[src/rtl/block_serializer_64.sv]
// -----------------------------------------------------------------------------
// block_serializer_64
//
// Purpose:
//   Takes one BLOCK_W-bit block (a DES result) over a valid/ready input port
//   and streams it out as BLOCK_W/8 bytes over a valid/ready byte port that
//   feeds the I2C slave TX byte buffer.
//
// Handshake semantics (both ports):
//   A transfer happens on a rising clk edge where valid and ready are both 1.
//   valid never depends on ready.
//   While valid is high and ready is low, the payload is held unchanged.
//   On the block port, a transfer seen together with abort=1 is dropped.
//
// Parameters:
//   BLOCK_W    block width in bits (multiple of 8, >= 16)
//   MSB_FIRST  1: byte [BLOCK_W-1 -: 8] goes out first, 0: byte [7:0] first
//
// Ports:
//   clk        system clock, rising edge
//   rst        synchronous active-high reset (priority over abort)
//   blk_data   block to serialize, sampled on accept
//   blk_valid  producer has a block
//   blk_ready  block port can accept (high in IDLE only)
//   abort      synchronous flush of the in-flight block
//   tx_byte    current output byte (8'h00 while idle)
//   tx_valid   tx_byte is valid
//   tx_ready   sink consumes tx_byte this cycle
//   tx_last    tx_byte is the final byte of the block
//   busy       a block is held (state SEND)
//   tx_parity  even parity of tx_byte, only when SER_PARITY_EN is defined
//   dbg_state  FSM state (0 = IDLE, 1 = SEND)
//
// Optional feature macro: SER_PARITY_EN
// -----------------------------------------------------------------------------
module block_serializer_64 #(
  parameter int BLOCK_W   = 64,
  parameter bit MSB_FIRST = 1'b1
) (
  input  logic               clk,
  input  logic               rst,
  input  logic [BLOCK_W-1:0] blk_data,
  input  logic               blk_valid,
  output logic               blk_ready,
  input  logic               abort,
  output logic [7:0]         tx_byte,
  output logic               tx_valid,
  input  logic               tx_ready,
  output logic               tx_last,
  output logic               busy,
`ifdef SER_PARITY_EN
  output logic               tx_parity,
`endif
  output logic               dbg_state
);

  localparam int NB = BLOCK_W / 8;
  localparam int CW = (NB > 1) ? $clog2(NB) : 1;
  localparam logic [CW-1:0] LAST_CNT = CW'(NB - 1);

  typedef enum logic [0:0] {
    IDLE = 1'b0,
    SEND = 1'b1
  } state_t;

  state_t             r_state;
  state_t             w_state_next;
  logic [CW-1:0]      r_cnt;
  logic [BLOCK_W-1:0] r_shift;
  logic [BLOCK_W-1:0] w_shift_next;
  logic               w_accept;
  logic               w_take;
  logic               w_last;

  // Byte sitting at the output end of a shift-register image.
  function automatic logic [7:0] out_byte(input logic [BLOCK_W-1:0] v);
    if (MSB_FIRST) return v[BLOCK_W-1 -: 8];
    else           return v[7:0];
  endfunction

  assign w_accept = (r_state == IDLE) && blk_valid;
  assign w_take   = (r_state == SEND) && tx_ready;
  assign w_last   = (r_cnt == LAST_CNT);

  // Move the next byte toward the output end.
  assign w_shift_next = MSB_FIRST ? {r_shift[BLOCK_W-9:0], 8'h00}
                                  : {8'h00, r_shift[BLOCK_W-1:8]};

  // Next-state logic; abort overrides any handshake seen in the same cycle.
  always_comb begin
    w_state_next = r_state;
    case (r_state)
      IDLE:    if (blk_valid)         w_state_next = SEND;
      SEND:    if (tx_ready && w_last) w_state_next = IDLE;
      default:                        w_state_next = IDLE;
    endcase
    if (abort) w_state_next = IDLE;
  end

  always_ff @(posedge clk) begin
    if (rst) r_state <= IDLE;
    else     r_state <= w_state_next;
  end

  // Datapath. On the final byte the shift register is not advanced; the
  // output is gated off in IDLE so the stale contents are never visible.
  always_ff @(posedge clk) begin
    if (rst) begin
      r_cnt   <= '0;
      r_shift <= '0;
    end else if (abort) begin
      r_cnt   <= '0;
    end else if (w_accept) begin
      r_shift <= blk_data;
      r_cnt   <= '0;
    end else if (w_take && !w_last) begin
      r_shift <= w_shift_next;
      r_cnt   <= r_cnt + CW'(1);
    end
  end

`ifdef SER_PARITY_EN
  // Parity is registered with the byte it describes, so it is computed from
  // the value the shift register is about to take.
  logic r_parity;

  always_ff @(posedge clk) begin
    if (rst) begin
      r_parity <= 1'b0;
    end else if (abort) begin
      r_parity <= 1'b0;
    end else if (w_accept) begin
      r_parity <= ^out_byte(blk_data);
    end else if (w_take && !w_last) begin
      r_parity <= ^out_byte(w_shift_next);
    end
  end

  assign tx_parity = (r_state == SEND) ? r_parity : 1'b0;
`endif

  assign blk_ready = (r_state == IDLE);
  assign tx_valid  = (r_state == SEND);
  assign busy      = (r_state == SEND);
  assign tx_byte   = (r_state == SEND) ? out_byte(r_shift) : 8'h00;
  assign tx_last   = (r_state == SEND) && w_last;
  assign dbg_state = r_state;

endmodule

[config.mk]
export PLATFORM = sky130hd
export DESIGN_NAME = block_serializer_64
export DESIGN_NICKNAME = d
export VERILOG_FILES = /design/src/rtl/block_serializer_64.sv
export SDC_FILE = /design/constraint.sdc
export NUM_CORES = 1
export LEC_CHECK = 0
export BUFFER_PORTS_ARGS = -buffer_cell sky130_fd_sc_hd__buf_4
export CAP_MARGIN = 10
export CORE_MARGIN = 3
export CORE_UTILIZATION = 45
export DETAILED_ROUTE_END_ITERATION = 8
export PLACE_DENSITY = 0.7
export SLEW_MARGIN = 5
export SYNTH_ARGS = -nofsm -noshare
export SYNTH_HDL_FRONTEND = slang
export SYNTH_SLANG_ARGS = --single-unit
[constraint.sdc]
create_clock -name clk -period 3.7 [get_ports clk]
set_input_delay 0.185 -clock clk [delete_from_list [all_inputs] [get_ports clk]]
set_output_delay 0.185 -clock clk [all_outputs]
set_load 0.02 [all_outputs]
# Word level (Yosys, flattened, before mapping)
# Cells that the tools add are included.
# Widths: inputs -> output; s select.
[classes] bitwise=2 n_reduce_logical=10 n_mux=6 addsub=1 n_eq_ne=1
[ops] cell="$mux 64" n=2
[ops] cell="$mux 8" n=1
[ops] cell="$logic_and 1x1->1" n=5
[ops] cell="$add 3x1->3 const B" n=1
[ops] cell="$eq 3x3->1 const B" n=1
[ops] cell="$reduce_or 3->1" n=1
[ops] cell="$mux 1" n=2
[ops] cell="$not 1->1" n=2
[ops] cell="$pmux 1 s2" n=1
[ops] cell="$reduce_and 2->1" n=1
[ops] cell="$reduce_bool 2->1" n=1
[ops] cell="$reduce_or 2->1" n=1
[ops] cell="$logic_not 1->1" n=1
[word_totals] ff_bits=68 elab_cells=23 out_inout_bits=13 inputBits=69

# Logic depth before layout (Yosys ltp)
# Gate-level depths: netlist of run 1.
[logic_depth] word_depth=5 mapped_depth=7 depth_no_buf=5

# Least setup slack after synthesis of run 1
# OpenSTA, ideal clock, no wires.
[synth_path] path_type="register to register" startpoint="register r_cnt[0]" endpoint="register r_shift[11]" setup_ns=0.139 slack_ns=2.121 period_less_slack_ns=1.579 stages_incl_launch_ff=8 n_path_buf=2 required_time_ns=3.561 arrival_time_ns=1.439 cell_sequence="dfxtp_1 -> ha_1 -> ha_1 -> nand4bb_1 -> buf_4 -> buf_2 -> o22ai_2 -> nor3_2"
[synth_via] elab_chain_cells=5
[synth_rtl] element="from (decl)" line_no="68" text="logic [CW-1:0] r_cnt;"
[synth_rtl] element="from (signal assigned)" line_no="118" text="r_cnt <= r_cnt + CW'(1);"
[synth_rtl] element="$eq 3x3->1" line_no="83" text="assign w_last = (r_cnt == LAST_CNT);"
[synth_rtl] element="$logic_not 1->1" line_no="116" text="end else if (w_take && !w_last) begin"
[synth_rtl] element="$logic_and 1x1->1" line_no="116"
[synth_rtl] element="$reduce_bool 2->1 (no line)"
[synth_rtl] element="$reduce_and 2->1 (no line)"
[synth_rtl] element="to (signal assigned)" line_no="114" text="r_shift <= blk_data;"
[synth_rtl] element="to (signal assigned)" line_no="117" text="r_shift <= w_shift_next;"
[synth_rtl] element="to (decl)" line_no="69" text="logic [BLOCK_W-1:0] r_shift;"
# No other way between the ends.
# A chain may end at the register's enable or synchronous reset.

# Worst setup path after layout of run 1
[layout_path] startpoint="register r_cnt[0]" endpoint="register r_shift[40]"
# Same word-level chain as after synthesis.

==> qor.yml, run 1 <==
finish:
  layout-area-overhead-vs-synth_pct: 23.9
  final_cells: 464
  n_antenna_cell: 0
  layout-drive-gt1-share_pct: 31.6
  final_nets: 455
sta:
  slew_viol_final: 0
  post-route-min-period_ns: 2.27
  finalSetupTns_ns: 0
  finalSetupViolCount: 0
  hold_violations: 0
  tightest_slew_ns: 0.791
  slew_headroom_pct: 47.2
  finalCritPeriodShare_pct: 61.4
  finClkSkew_ns: 0.00828
  fmax_mhz: 440
  rsz0062_at_grt: "false"
  finalWorstSetupSlack_ns: 1.43
place:
  gp_congestion: 0.728
  dp_slack_ns: 1.42
  dp_hpwl_mm: 4.70
  port_buffers: 81
  place_inst: 448
critical_path:
  crit_path_start_kind: "flip-flop"
  worstSetupPathType: "flip-flop to flip-flop"
  timing.reg2reg.setup_slack_ns: 1.43
  cp.arrival_ns: 2.54
  path_max_fanout: 37
  required_ns: 3.96
  end_kind: "flip-flop"
clock_tree:
  clock_sinks: 68
  cts_tree: "yes"
  clk_pin_slew_ns: 0.07
  cts.repair.resized: 0
  clock_latency_ns: 0.34
  clockBufferDepth: 2
  hold_buffers: 0
  cts_max_level: 3
  cts_buffers: 9
  clock-root-buffer: "clkbuf_8"
  post-cts-setup-buffers: 0
synthesis:
  avgSynthCellArea_um2: 9.05
  synth_top_area_cell: "dfxtp_1"
  syn_area_um2: 2940
  synth_cells: 325
  synth_cell_types: 25
  synthTopCellsByArea: "dfxtp_1 46%, nor3_1 18%, o22ai_1 9.8%"
  ys_seq_area_share_pct: 46.3
  synth_top_area_share_pct: 46.3
  syn_nets: 396
  synth_warnings: 0
  synth-seq-cells: 68
floorplan:
  die_area_um2: 7540
  ioPinCount: 82
  dieHeight_um: 86.8
  die_x_um: 86.8
  fp-row-count: 28
  coreArea_um2: 6130
  start_util_pct: 48.0
detailed_routing:
  via_per_inst: 5.81
  ant_nets: 0
  first_iter_violations: 179
  via_count: 2697
  drt_pre_antenna_iters: 4
  wire_per_inst_um: 15.8
  routed_wl_mm: 7.35
  drc: 0
power:
  power_mw: 1.66
  p_leak_nw: 1.49
  peakVddDrop_mv: 0.322
  pwr_density_cell_nw_per_um2: 455
global_route:
  grt_pass1_vias: 2441
  grt_pass1_wl_mm: 11.5
  antenna_found_initial: 0
  grt_util_all_layers_pct: 19.6
  grt_start_max_net_pins: 66
  grt-ovfl-total: 0
job:
  maxCapViolations: 0
outcome:
  outcome: "completed"
min_path:
  min_path_type: "input pin to flip-flop"
-- state kept, by name (all words and copies together) (netlist names) --
| name | flops |
|---|---|
| busy | 1 |
| r_cnt | 3 |
| r_shift | 64 |
-- final cells by class --
type	instances	area [um2]
multi-input cells	218	1340
well taps	75	93.8
repair buffers	85	638
fillers	604	2490
flip-flops and latches	68	1360
clock inverters	4	47.5
inverters	2	7.51
clock buffers	12	155
-- metal layers --
layer,track usage (%),up-vias,share of wire [%]
met5,0,-,0
met4,9.63,0,2.0
met3,3.99,12,6.1
met2,30.2,83,48
met1,26.1,1275,44
li1,-,1327,-
-- logic make-up after synthesis --
| group | synth area share, % |
|---|---|
| simple gates | 27.0 |
| mux | 0.681 |
| fa+ha+maj | 0.851 |
| flops | 46.3 |
| xor+xnor | 0.298 |
| compound gates | 16.0 |
| buf+inv | 8.89 |
-- synthesized netlist by cell type --
cell type  number
nor3_1        103
dfxtp_1        68
o22ai_1        46
buf_2          14
buf_6          11
o22ai_2        10
and2_1          9
nor3_2          9
a21oi_1         8
clkbuf_1        8
nand2_1         8
nand3_1         8
buf_4           4
nor2_1          4
ha_1            2
inv_1           2
mux2i_1         2
o21ai_0         2
a31oi_1         1
and4bb_2        1
nand3b_1        1
nand4bb_1       1
nor3b_1         1
or3b_1          1
xor2_1          1
-- cell usage in the layout, fill, tap and decap left out --
master      synthesis  final
nand2_1             8      8
o21ai_0             2      2
clkinvlp_4          0      1
clkbuf_1            8      1
nand4bb_4           0      1
a31oi_1             1      1
nor3_2              9      9
nor3b_2             0      1
a21oi_1             8      8
o22ai_2            10     10
nor2_1              4      4
o22ai_1            46     46
mux2i_1             2      2
nand3b_1            1      1
clkinv_2            0      2
xor2_1              1      1
nand3_1             8      8
ha_1                2      2
clkbuf_8            0     11
and4bb_2            1      1
and2_1              9      9
or3b_2              0      1
dfxtp_1            68     68
buf_4               4     85
bufinv_16           0      1
inv_1               2      2
nor3_1            103    103
-- worst paths after layout --
path | from | to | cells after the start
max | r_cnt[0] | r_shift[40] | 6
min | tx_ready | busy | 2
max reg2reg | r_cnt[0] | r_shift[40] | 6
min reg2reg | r_shift[0] | r_shift[0] | 2
-- critical path, cell delays in order (launching register included) --
cell,delay [ns]
dfxtp_1,0.32
ha_1,0.20
ha_1,0.22
and4bb_2,0.85
buf_4,0.37
nor3_1,0.08
nor3_1,0.15
-- per-stage QoR --
| stage | hold WS (ns) | instance area [um2] | utilization (%) |
|---|---|---|---|
| CTS | 0.0765 | 3640 | 59.4 |
| floorplan | 0.292 | 2940 | - |
| detailed placement | 0.437 | 3440 | 56.1 |
| finish | 0.0815 | 3640 | 59.4 |
| global route | 0.0744 | 3640 | 59.4 |
| global placement | 0.432 | 3440 | 56.1 |
-- power breakdown --
part           switching (mW)  internal (mW)  leakage, nW
Clock                   0.273          0.346        0.102
Sequential             0.0315          0.785        0.560
Combinational           0.109          0.114        0.832
(Power assumes the default switching activity.)
==> run 2, diff against run 1 <==
- PLACE_DENSITY: 0.7 -> 0.73
- clock period: 3.7 -> 2.09 ns (I/O delays scaled with it)
==> qor.yml, run 2 (synthesized netlist as in run 1, its figures left out) <==
finish:
  layout_common_cells: "103 x nor3_1, 85 x buf_4, 68 x dfxtp_1"  # unchanged
  layout-area-overhead-vs-synth_pct: 26.6  # was 23.9%
  n_antenna_cell: 0  # unchanged
  layout_commonest_cell: "nor3_1"  # unchanged
  final_nets: 460  # was 455
  final_cells: 469  # was 464
  nFillCells: 584  # was 604
  layout-drive-gt1-share_pct: 32.2  # was 31.6%
  fin_util_pct: 60.7  # was 59.4%
  regMostFlops: "r_shift"  # unchanged
  largest_reg_flops: 64  # unchanged
clock_tree:
  cts.repair.resized: 0  # unchanged
  cts_tree: "yes"  # unchanged
  hold_buffers: 2  # was 0
  clock_latency_ns: 0.33  # was 0.34 ns
  cts_buffers: 9  # unchanged
  post-cts-setup-buffers: 0  # unchanged
  cts_max_level: 3  # unchanged
  clock-root-buffer: "clkbuf_8"  # unchanged
  clock_sinks: 68  # unchanged
  clk_pin_slew_ns: 0.07  # about the same
  clockBufferDepth: 2  # unchanged
min_path:
  min_path_type: "input pin to flip-flop"  # unchanged
detailed_routing:
  drt_pre_antenna_iters: 4  # unchanged
  drc: 0  # unchanged
  wire_per_inst_um: 15.6  # was 15.8 um
  via_per_inst: 5.74  # was 5.81
  via_count: 2691  # was 2,697
  first_iter_violations: 251  # was 179
  ant_nets: 0  # unchanged
  routed_wl_mm: 7.34  # was 7.35 mm
critical_path:
  crit_path_start_kind: "flip-flop"  # unchanged
  end_kind: "flip-flop"  # unchanged
  worstSetupPathType: "flip-flop to flip-flop"  # unchanged
  cp.arrival_ns: 1.93  # was 2.54 ns
  path_max_fanout: 56  # was 37
  timing.reg2reg.setup_slack_ns: 0.41  # was 1.43 ns
  required_ns: 2.34  # was 3.96 ns
place:
  place_inst: 451  # was 448
  gp_congestion: 0.754  # was 0.728
  dp_hpwl_mm: 4.72  # was 4.70 mm
  port_buffers: 81  # unchanged
  dp_slack_ns: 0.423  # was 1.42 ns
sta:
  finClkSkew_ns: 0.00838  # was 0.00828 ns
  slew_headroom_pct: 53.8  # was 47.2%
  finalCritPeriodShare_pct: 80.4  # was 61.4%
  hold_violations: 0  # unchanged
  finalSetupViolCount: 0  # unchanged
  post-route-min-period_ns: 1.68  # was 2.27 ns
  slew_viol_final: 0  # unchanged
  finalWorstSetupSlack_ns: 0.411  # was 1.43 ns
  tightest_slew_ns: 0.693  # was 0.791 ns
  fmax_mhz: 595  # was 440 MHz
  finalSetupTns_ns: 0  # unchanged
  rsz0062_at_grt: "false"  # unchanged
power:
  pwr_density_cell_nw_per_um2: 787  # was 455 nW/um2
  clock_power_share_pct: 36.8  # was 37.3%
  p_comb_share_pct: 14.1  # was 13.4%
  p_leak_nw: 1.53  # was 1.49 nW
  intPower_mw: 2.18  # was 1.24 mW
  power_frac_seq_pct: 49.1  # was 49.2%
  power.switching_mw: 0.747  # was 0.413 mW
  peakVddDrop_mv: 0.479  # was 0.322 mV
  swShare_pct: 25.5  # was 24.9%
global_route:
  grt_util_all_layers_pct: 19.7  # was 19.6%
  grt_start_max_net_pins: 65  # was 66
  antenna_found_initial: 0  # unchanged
  grt-ovfl-total: 0  # unchanged
  grt_pass1_vias: 2469  # was 2,441
  grt_pass1_wl_mm: 11.8  # was 11.5 mm
job:
  maxCapViolations: 0  # unchanged
outcome:
  outcome: "completed"  # unchanged
floorplan:
  die_x_um: 86.8  # unchanged
  start_util_pct: 48.0  # unchanged
  fp-row-count: 28  # unchanged
  coreArea_um2: 6130  # unchanged
  die_area_um2: 7540  # unchanged
  dieHeight_um: 86.8  # unchanged
  ioPinCount: 82  # unchanged
-- run 2: cell count changes in the layout (fill, tap and decap cells not counted) --
cell,change
buf_12,+3
clkbuf_1,-1
clkbuf_8,-1
clkinv_4,+1
clkinvlp_4,+1
dlygate4sd3_1,+2
-- run 2: power by group through the flow --
stage | logic, mW | registers (mW) | clock network [mW]
floorplan | 0.263 | 1.46 | 0
global placement | 0.403 | 1.46 | 0
detailed placement | 0.410 | 1.47 | 0
CTS | 0.416 | 1.44 | 1.11
global route | 0.457 | 1.45 | 1.16
finish | 0.413 | 1.44 | 1.08
-- run 2: final cells by class --
class	instances	area [um2]	area share (%)
Multi-Input combinational cell	218	1340	36.0
Timing Repair Buffer	90	718	19.3
Clock buffer	10	138	3.70
Clock inverter	6	63.8	1.71
Sequential cell	68	1360	36.6
Tap cell	75	93.8	2.52
Inverter	2	7.51	0.202
-- run 2: worst paths after layout --
kind,start,endpoint,depth (start not counted)
max,r_cnt[0],r_shift[40],6
min reg2reg,r_shift[6],r_shift[6],2
min,blk_data[6],r_shift[6],3
max reg2reg,r_cnt[0],r_shift[40],6
-- run 2: metal layers --
metal	vias up	wire [um]	track usage, %
met1	1262	3200	26.6
met5	-	0	0
met3	8	521	4.66
met4	0	85	5.95
li1	1335	-	-
met2	86	3530	31.1
-- run 2: stage by stage --
stage,instance area (um2),power (mW),hold WS [ns]
3_5_place_dp,3500,1.88,0.351
4_1_cts,3720,2.96,0.0000153
6_report,3720,2.93,0.0121
2_1_floorplan,2940,1.72,0.212
3_3_place_gp,3500,1.87,0.349
5_1_grt,3720,3.07,0.00741
-- run 2: worst max-delay path: stages (launching register included) --
cell and delay (ns):
dfxtp_1 0.32, ha_1 0.20, ha_1 0.23, and4bb_2 0.34, buf_12 0.25, nor3_1 0.08
nor3_1 0.16
==> run 3, diff against run 2 <==
- PLACE_DENSITY: 0.73 -> 0.7
- clock period: 2.09 -> 1.6 ns (I/O delays scaled with it)
==> qor.yml, run 3 (synthesized netlist as in run 1, its figures left out) <==
sta:
  finalSetupViolCount: 36  # was 0
  rsz0062_at_grt: "true"  # was false
  post-route-min-period_ns: 1.66  # was 1.68 ns
  finalWorstSetupSlack_ns: -0.0628  # was 0.411 ns
  tightest_slew_ns: 0.407  # was 0.693 ns
  fmax_mhz: 601  # was 595 MHz
  hold_violations: 1  # was 0
  slew_headroom_pct: 72.6  # was 53.8%
  finalCritPeriodShare_pct: 104  # was 80.4%
  slew_viol_final: 0  # unchanged
  whs_ns: -0.00102  # was 0.0121 ns
  finClkSkew_ns: 0.00958  # was 0.00838 ns
global_route:
  grt_pass1_wl_mm: 12.5  # was 11.8 mm
  antenna_found_initial: 0  # unchanged
  grt_util_all_layers_pct: 21.3  # was 19.7%
  grt_start_max_net_pins: 65  # unchanged
  grt-ovfl-total: 0  # unchanged
  grt_pass1_vias: 2597  # was 2,469
floorplan:
  die_area_um2: 7540  # unchanged
  die_x_um: 86.8  # unchanged
  fp-row-count: 28  # unchanged
  ioPinCount: 82  # unchanged
  start_util_pct: 48.0  # unchanged
  coreArea_um2: 6130  # unchanged
  dieHeight_um: 86.8  # unchanged
detailed_routing:
  wire_per_inst_um: 17.4  # was 15.6 um
  ant_nets: 0  # unchanged
  via_count: 2857  # was 2,691
  via_per_inst: 5.85  # was 5.74
  first_iter_violations: 191  # was 251
  routed_wl_mm: 8.48  # was 7.34 mm
  drc: 0  # unchanged
  drt_pre_antenna_iters: 4  # unchanged
finish:
  layout_commonest_cell: "nor3_1"  # unchanged
  layout_common_cells: "94 x nor3_1, 85 x buf_4, 66 x dfxtp_1"  # was 103 x nor3_1, 85 x buf_4, 68 x dfxtp_1
  final_nets: 479  # was 460
  regMostFlops: "r_shift"  # unchanged
  layout-drive-gt1-share_pct: 41.2  # was 32.2%
  largest_reg_flops: 64  # unchanged
  n_antenna_cell: 0  # unchanged
  layout-area-overhead-vs-synth_pct: 43.4  # was 26.6%
  fin_util_pct: 68.8  # was 60.7%
power:
  pwr_density_cell_nw_per_um2: 890  # was 787 nW/um2
  peakVddDrop_mv: 0.691  # was 0.479 mV
  p_leak_nw: 1.72  # was 1.53 nW
outcome:
  violations: "hold timing, setup timing"
  outcome: "complete, but fails checks"  # was completed
critical_path:
  crit_path_start_kind: "flip-flop"  # unchanged
  path_max_fanout: 5  # was 56
  worstSetupPathType: "flip-flop to flip-flop"  # unchanged
  required_ns: 1.86  # was 2.34 ns
  end_kind: "flip-flop"  # unchanged
  cp.arrival_ns: 1.93  # about the same
place:
  gp_congestion: 0.785  # was 0.754
  port_buffers: 81  # unchanged
  dp_hpwl_mm: 4.82  # was 4.72 mm
  dp_slack_ns: -0.0195  # was 0.423 ns
clock_tree:
  cts_buffers: 9  # unchanged
  clk_pin_slew_ns: 0.07  # about the same
  clockBufferDepth: 2  # unchanged
  cts_tree: "yes"  # unchanged
  cts_max_level: 3  # unchanged
  clock_sinks: 68  # unchanged
  clock_latency_ns: 0.34  # was 0.33 ns
  clock-root-buffer: "clkbuf_8"  # unchanged
min_path:
  min_path_type: "input pin to flip-flop"  # unchanged
job:
  maxCapViolations: 0  # unchanged
[run 3: cell count changes in the layout (fill, tap and decap cells not counted), sizes merged]
| cell | delta |
|---|---|
| clkinvlp | -1 |
| dlygate4sd3 | +7 |
| bufinv | -1 |
| buf | +9 |
| clkbuf | +4 |
| clkinv | +1 |
[run 3: layout make-up]
| class | count | area, um2 |
|---|---|---|
| sequential | 68 | 1360 |
| fill | 476 | 1920 |
| clock inverter | 5 | 27.5 |
| clock buffer | 11 | 141 |
| tap | 75 | 93.8 |
| timing repair buffer | 109 | 1040 |
| inverter | 2 | 7.51 |
| multi-input combinational | 218 | 1540 |
[run 3: final timing paths]
kind,from,end,slack [ns],cells after the start
min reg2reg,r_shift[0],r_shift[0],0.47,2
min,blk_data[54],r_shift[54],-0.001,3
max,r_cnt[1],r_shift[36],-0.06,7
max reg2reg,r_cnt[1],r_shift[36],-0.06,7
[run 3: what timing repair did]
action | CTS | global route
pin swaps | 1 | 6
endpoints found under the hold margin | 9 | 0
buffers inserted | 2 | 3
resized for setup | 12 | 31
endpoints found under the setup margin | 27 | 50
gates cloned | 3 | 3
hold buffers | 9 | 0
[run 3: where the power goes]
group / internal (mW) / switching (mW) / total (mW)
registers: 1.81 / 0.0812 / 1.90
logic: 0.335 / 0.294 / 0.629
clock network: 0.594 / 0.632 / 1.23
[run 3: critical path, stage by stage (launching register included)]
cell	delay, ns
dfxtp_2	0.34
ha_4	0.16
ha_4	0.15
and4bb_4	0.41
buf_8	0.16
clkbuf_16	0.15
nor3_1	0.04
nor3_1	0.15
[run 3: per-stage QoR]
| step | instance area, um2 | hold WS [ns] | setup TNS [ns] | power [mW] | std cells |
|---|---|---|---|---|---|
| 6_report | 4220 | -0.00102 | -0.631 | 3.75 | 488 |
| 5_1_grt | 4220 | 0.00169 | -3.36 | 3.90 | 488 |
| 4_1_cts | 3950 | 0.0256 | -0.0203 | 3.70 | 483 |
| 3_5_place_dp | 3550 | 0.325 | -0.0539 | 2.46 | 453 |
| 3_3_place_gp | 3550 | 0.324 | 0 | 2.45 | 453 |
| 2_1_floorplan | 2940 | 0.187 | 0 | 2.25 | 325 |
[run 3: layer usage]
layer / vias up / GRT usage, % / share of wire, %
li1: 1375 / - / -
met1: 1360 / 26.9 / 41
met2: 112 / 35.6 / 50
met3: 10 / 6.18 / 7.3
met4: 0 / 5.24 / 1.4
met5: - / 0 / 0
